**config.mk**
```make
export PLATFORM = sky130hd
export DESIGN_NAME = cmd_master
export DESIGN_NICKNAME = d
export VERILOG_FILES = /design/src/rtl/cmd_master.sv
export SDC_FILE = /design/constraint.sdc
export NUM_CORES = 1
export LEC_CHECK = 0
export CORE_MARGIN = 8
export CORE_UTILIZATION = 40
export CTS_CLUSTER_SIZE = 14
export DETAILED_ROUTE_END_ITERATION = 6
export PLACE_DENSITY = 0.66
export SLEW_MARGIN = 20
export SYNTH_ARGS = -nofsm -noshare
export SYNTH_HDL_FRONTEND = slang
export SYNTH_SLANG_ARGS = --single-unit
```
**constraint.sdc**
```tcl
create_clock -name clk -period 4.5 [get_ports clk]
set_clock_uncertainty 0.15 [all_clocks]
set_input_delay 0.9 -clock clk [delete_from_list [all_inputs] [get_ports clk]]
set_output_delay 0.9 -clock clk [all_outputs]
set_load 0.05 [all_outputs]
```
**src/rtl/cmd_master.sv**
```systemverilog
// cmd_master: assembles 5-byte command frames from a byte stream, issues each on the engine
// control port and returns a response frame. Define CMD_MASTER_CYCLE_COUNT_EN to append a latency count.
module cmd_master #(
  parameter int unsigned RX_TIMEOUT = 1000
) (
  input  logic        clk,
  input  logic        reset,
  input  logic [7:0]  rx_data,
  input  logic        rx_valid,
  output logic        rx_ready,
  output logic [7:0]  tx_data,
  output logic        tx_valid,
  input  logic        tx_ready,
  output logic [2:0]  cmd,
  output logic [31:0] cmd_arg0,
  output logic        cmd_valid,
  input  logic        cmd_ready,
  input  logic [31:0] cmd_res,
  output logic        busy
);

`ifdef CMD_MASTER_CYCLE_COUNT_EN
  localparam int RESP_BYTES = 9;
`else
  localparam int RESP_BYTES = 5;
`endif
  localparam int          SHW       = (RESP_BYTES - 1) * 8;
  localparam logic [15:0] GAP_LIMIT = 16'(RX_TIMEOUT);
  localparam logic [3:0]  LAST_LEFT = 4'(RESP_BYTES - 1);

  typedef enum logic [1:0] {
    S_RX,
    S_ISSUE,
    S_WAIT,
    S_TX
  } state_t;

  state_t           state_q, state_d;
  logic [2:0]       byte_cnt_q, byte_cnt_d;
  logic [7:0]       opcode_q, opcode_d;
  logic [23:0]      arg_q, arg_d;
  logic [15:0]      gap_q, gap_d;
  logic [2:0]       cmd_q, cmd_d;
  logic [31:0]      cmd_arg0_q, cmd_arg0_d;
  logic             cmd_valid_q, cmd_valid_d;
  logic             rx_ready_q, rx_ready_d;
  logic             busy_q, busy_d;
  logic             tx_valid_q, tx_valid_d;
  logic [7:0]       tx_data_q, tx_data_d;
  logic [SHW-1:0]   tx_shift_q, tx_shift_d;
  logic [3:0]       tx_left_q, tx_left_d;
`ifdef CMD_MASTER_CYCLE_COUNT_EN
  logic [31:0]      lat_q, lat_d, lat_inc;
`endif

  logic        rx_fire;
  logic        tx_fire;
  logic [15:0] gap_inc;

  assign rx_fire = rx_ready_q & rx_valid;
  assign tx_fire = tx_valid_q & tx_ready;
  assign gap_inc = gap_q + 16'd1;
`ifdef CMD_MASTER_CYCLE_COUNT_EN
  assign lat_inc = (lat_q == 32'hFFFF_FFFF) ? lat_q : lat_q + 32'd1;
`endif

  assign rx_ready  = rx_ready_q;
  assign tx_data   = tx_data_q;
  assign tx_valid  = tx_valid_q;
  assign cmd       = cmd_q;
  assign cmd_arg0  = cmd_arg0_q;
  assign cmd_valid = cmd_valid_q;
  assign busy      = busy_q;

  // Outputs are registered: each state transition also computes the next value of every output.
  always_comb begin
    state_d     = state_q;
    byte_cnt_d  = byte_cnt_q;
    opcode_d    = opcode_q;
    arg_d       = arg_q;
    gap_d       = gap_q;
    cmd_d       = cmd_q;
    cmd_arg0_d  = cmd_arg0_q;
    cmd_valid_d = cmd_valid_q;
    rx_ready_d  = rx_ready_q;
    busy_d      = busy_q;
    tx_valid_d  = tx_valid_q;
    tx_data_d   = tx_data_q;
    tx_shift_d  = tx_shift_q;
    tx_left_d   = tx_left_q;
`ifdef CMD_MASTER_CYCLE_COUNT_EN
    lat_d       = lat_q;
`endif
    case (state_q)
      S_RX: begin
        if (rx_fire) begin
          gap_d = 16'd0;
          case (byte_cnt_q)
            3'd0: begin
              opcode_d   = rx_data;
              byte_cnt_d = 3'd1;
            end
            3'd1, 3'd2, 3'd3: begin
              arg_d      = {arg_q[15:0], rx_data};
              byte_cnt_d = byte_cnt_q + 3'd1;
            end
            default: begin
              byte_cnt_d = 3'd0;
              rx_ready_d = 1'b0;
              busy_d     = 1'b1;
              if (opcode_q[7:3] == 5'd0) begin
                state_d     = S_ISSUE;
                cmd_valid_d = 1'b1;
                cmd_d       = opcode_q[2:0];
                cmd_arg0_d  = {arg_q, rx_data};
              end else begin
                state_d    = S_TX;
                tx_valid_d = 1'b1;
                tx_data_d  = 8'h01;
                tx_shift_d = '0;
                tx_left_d  = LAST_LEFT;
              end
            end
          endcase
        end else if (byte_cnt_q != 3'd0 && GAP_LIMIT != 16'd0) begin
          // A stalled partial frame is dropped silently once the gap reaches the limit.
          if (gap_inc == GAP_LIMIT) begin
            byte_cnt_d = 3'd0;
            gap_d      = 16'd0;
          end else begin
            gap_d = gap_inc;
          end
        end
      end
      S_ISSUE: begin
        if (cmd_ready) begin
          state_d     = S_WAIT;
          cmd_valid_d = 1'b0;
`ifdef CMD_MASTER_CYCLE_COUNT_EN
          lat_d       = 32'd0;
`endif
        end
      end
      S_WAIT: begin
`ifdef CMD_MASTER_CYCLE_COUNT_EN
        lat_d = lat_inc;
`endif
        if (cmd_ready) begin
          state_d    = S_TX;
          tx_valid_d = 1'b1;
          tx_data_d  = 8'h00;
          tx_left_d  = LAST_LEFT;
`ifdef CMD_MASTER_CYCLE_COUNT_EN
          tx_shift_d = {cmd_res, lat_inc};
`else
          tx_shift_d = cmd_res;
`endif
        end
      end
      S_TX: begin
        if (tx_fire) begin
          if (tx_left_q == 4'd0) begin
            state_d    = S_RX;
            tx_valid_d = 1'b0;
            tx_data_d  = 8'h00;
            rx_ready_d = 1'b1;
            busy_d     = 1'b0;
          end else begin
            tx_data_d  = tx_shift_q[SHW-1 -: 8];
            tx_shift_d = tx_shift_q << 8;
            tx_left_d  = tx_left_q - 4'd1;
          end
        end
      end
      default: state_d = S_RX;
    endcase
  end

  always_ff @(posedge clk or posedge reset) begin
    if (reset) begin
      state_q     <= S_RX;
      byte_cnt_q  <= 3'd0;
      opcode_q    <= 8'h00;
      arg_q       <= 24'h0;
      gap_q       <= 16'd0;
      cmd_q       <= 3'd0;
      cmd_arg0_q  <= 32'h0;
      cmd_valid_q <= 1'b0;
      rx_ready_q  <= 1'b1;
      busy_q      <= 1'b0;
      tx_valid_q  <= 1'b0;
      tx_data_q   <= 8'h00;
      tx_shift_q  <= '0;
      tx_left_q   <= 4'd0;
`ifdef CMD_MASTER_CYCLE_COUNT_EN
      lat_q       <= 32'd0;
`endif
    end else begin
      state_q     <= state_d;
      byte_cnt_q  <= byte_cnt_d;
      opcode_q    <= opcode_d;
      arg_q       <= arg_d;
      gap_q       <= gap_d;
      cmd_q       <= cmd_d;
      cmd_arg0_q  <= cmd_arg0_d;
      cmd_valid_q <= cmd_valid_d;
      rx_ready_q  <= rx_ready_d;
      busy_q      <= busy_d;
      tx_valid_q  <= tx_valid_d;
      tx_data_q   <= tx_data_d;
      tx_shift_q  <= tx_shift_d;
      tx_left_q   <= tx_left_d;
`ifdef CMD_MASTER_CYCLE_COUNT_EN
      lat_q       <= lat_d;
`endif
    end
  end

endmodule
```
==> impl_metrics.toml <==
[clock_tree]
clkSinkCount = 136
cts_buffer_depth = 2
hold_buffers = 0
cts_resized = 0
cts_setup_buffers = 0
htreeDepth = 4
cts_tree = "built"
clk_latency_ns = 0.41
cts-root-buf = "clkbuf_16"
clk_pin_slew_ns = 0.06
cts_buffers = 17

[sta]
hold_viol = 0
fin_crit_sh = 0.707
setup_violations = 0
slew-limit-headroom = 0.322
period_needed_ns = 3.18
drv_slew = 0
fmax_mhz = 314
finalSetupTns_ns = 0
tightest_slew_ns = 1.01
rsz0062_at_grt = "no"

[floorplanning]
rows = 45
dieHeight_um = 139
die-area_um2 = 19400
core_region_area_um2 = 15000
die_w_um = 139
start_util = 0.405
boundaryPins = 92

[critical_path]
path_delay_family = "simple AND/OR/NAND/NOR gates"
cp.arrival_ns = 3.33
cp-start-kind = "input port"
critPathBufInv = 2
reg2reg_from = "state_q[1]"
crit_fanout = 24
crit_required_ns = 4.65
cp_slowest_stage_delay_ns = 0.67
critPathKind = "in -> reg"
critPathSlowestCell = "nand4_2"
crit_path_start = "rx_valid"
reg2reg_slack_ns = 1.34
endpoint_kind = "register"
cp_cell_sequence = "clkdlybuf4s50_1, nand2_1, nor2_1, nand4_2, buf_4, mux2_2"

[grt]
first_global_vias = 4435
track_usage = 0.144
grt_antenna_before_repair = 0
grt_max_degree = 75
overflow = 0
grt_pass1_wl_um = 22500

[routing]
drtIter0Drc = 272
ant_nets = 0
wl_um = 13300
drt_pass1_iterations = 4
wl_met3_um = 590
routed.top_layer = "met4"
wl_met2_um = 6660
wl_per_cell_um = 16.0
vias_per_cell = 5.21
met1_length_um = 5780
vias = 4333
drc_errors = 0

[logic_synthesis]
synth_compound_area_frac = 0.130
synth_area_per_cell_um2 = 11.2
yosys.area_share.simple = 0.114
synthMuxAreaShare = 0.132
yosys.area_share.adder = 0.0247
synth-edff-count = 0
yosys_warnings = 0
syn_area_um2 = 6090
yosysSeqAreaShare = 0.559
async_flop_share = 1.00
synthXorXnorAreaFrac = 0.00144
synth_top_family_by_area = "multiplexers"
synth_ff_type = "dfrtp_1"
synthCells = 543
syn_nets = 600
ys_ff_latch = 136
ys_types = 52

[min_path]
hold_class = "reg -> reg"
worstHoldStart = "tx_data[7]"

[pwr]
switchingPower_mw = 1.89
pwr-share-clk = 0.276
pwr-share-comb = 0.359
leakagePower_nw = 3.44
seqPwrFrac = 0.365
intPower_mw = 3.05
switching_share = 0.382
power_density_nw_per_um2 = 636
ir_drop_mv = 0.301

[status]
status = "complete, no violations"

[final_layout]
n_antenna_cell = 0
fin_nets = 687
final_util = 0.516
drive_gt1_frac = 0.185
syn_to_final_growth_pct = 27.3

[job]
drv_cap = 0

[placed_design]
io_buffers = 91
place_hpwl_um = 9270
gp_congestion = 0.812
==> synth_stat cells, types with 6 or more instances <==
| cell | instances | share of area |
|---|---|---|
| a21oi_1 | 34 | 0.028 |
| nand3_1 | 16 | 0.013 |
| a22oi_1 | 25 | 0.031 |
| clkbuf_1 | 21 | 0.013 |
| o21ai_0 | 33 | 0.027 |
| mux2_2 | 68 | 0.13 |
| nor2_1 | 46 | 0.028 |
| nor3_1 | 6 | 0.0049 |
| ha_1 | 12 | 0.025 |
| dfrtp_1 | 135 | 0.55 |
| inv_1 | 21 | 0.013 |
| nand2_1 | 42 | 0.026 |
==> final timing paths <==
kind / endpoint / depth (start not counted)
max: cmd_arg0[1] / 6
min: tx_data[7] / 2
max reg2reg: cmd_arg0[1] / 7
min reg2reg: tx_data[7] / 2
max in group asynchronous: tx_data[0] / 3
min in group asynchronous: gap_q[9] / 2
==> routing by layer <==
layer | global-route usage | up-vias
li1 | - | 2114
met1 | 0.178 | 2119
met2 | 0.233 | 85
met3 | 0.0421 | 15
met4 | 0.0555 | 0
met5 | 0 | -
==> cell families (layout without fill, tap and decap cells) <==
family	Yosys count	after routing
multiplexers	72	72
adder cells (fa/ha/maj)	12	12
buffers and inverters	52	152
AND/OR/NAND/NOR	142	142
flip-flops	136	136
AO/OA/AOI/OAI	128	128
XOR/XNOR	1	1
==> area by class of cell <==
cell class,count,area (µm²)
clock buffer,19,443
clock inverter,13,148
fill,1310,7280
inverter,21,82.6
multi-input combinational,355,2460
sequential,136,3400
tap,188,235
timing repair buffer,99,983
==> worst min-delay path, delay by kind of cell (launching register included) <==
family	cells	cell delay, ns
AND/OR/NAND/NOR	1	0.05
flip-flops	1	0.34
AO/OA/AOI/OAI	1	0.06
==> power groups by stage <==
stage                     Clock, mW  Sequential [mW]  Combinational, mW
after CTS                      1.40             1.80               1.78
after floorplan                   0             2.01               1.14
after global placement            0             1.80               1.72
final                          1.36             1.80               1.77
after global routing           1.45             1.85               1.98
after detailed placement          0             1.82               1.76
==> flip-flops by register name, summed over array words and instances, names as in the netlist, 2 cells and up <==
signal	count
cmd_arg0	32
opcode_q	8
gap_q	16
tx_left_q	4
state_q	2
tx_shift_q	32
cmd	3
arg_q	24
tx_data	8
byte_cnt_q	3
==> cell usage in the layout (no fill, tap or decap), types with 5 or more instances in the layout <==
master           Yosys  final
clkbuf_16            0     17
a21oi_1             34     34
nand2_1             42     42
dfrtp_1            135    135
o21ai_0             33     33
clkinv_4             0      5
clkdlybuf4s50_1      0     91
a22o_1               5      5
a31oi_1              5      5
clkinvlp_4           0      5
a22oi_1             25     25
ha_1                12     12
nor2_1              46     46
nor3_1               6      6
inv_1               21     20
nand4_1              5      5
mux2_2              68     68
nand3_1             16     16
buf_4                0      7
==> metrics by stage <==
stage	instances	area [µm²]	hold slack [ns]	total power, mW	worst slack (ns)
finish	831	7750	0.323	4.93	1.32
CTS	831	7750	0.332	4.98	1.28
floorplan	543	6090	0.296	3.15	1.76
detailed placement	799	7160	0.320	3.58	0.819
global route	831	7750	0.355	5.28	0.998
global placement	799	7160	0.320	3.52	0.891
Note: power is estimated with default switching activity, not from simulation.
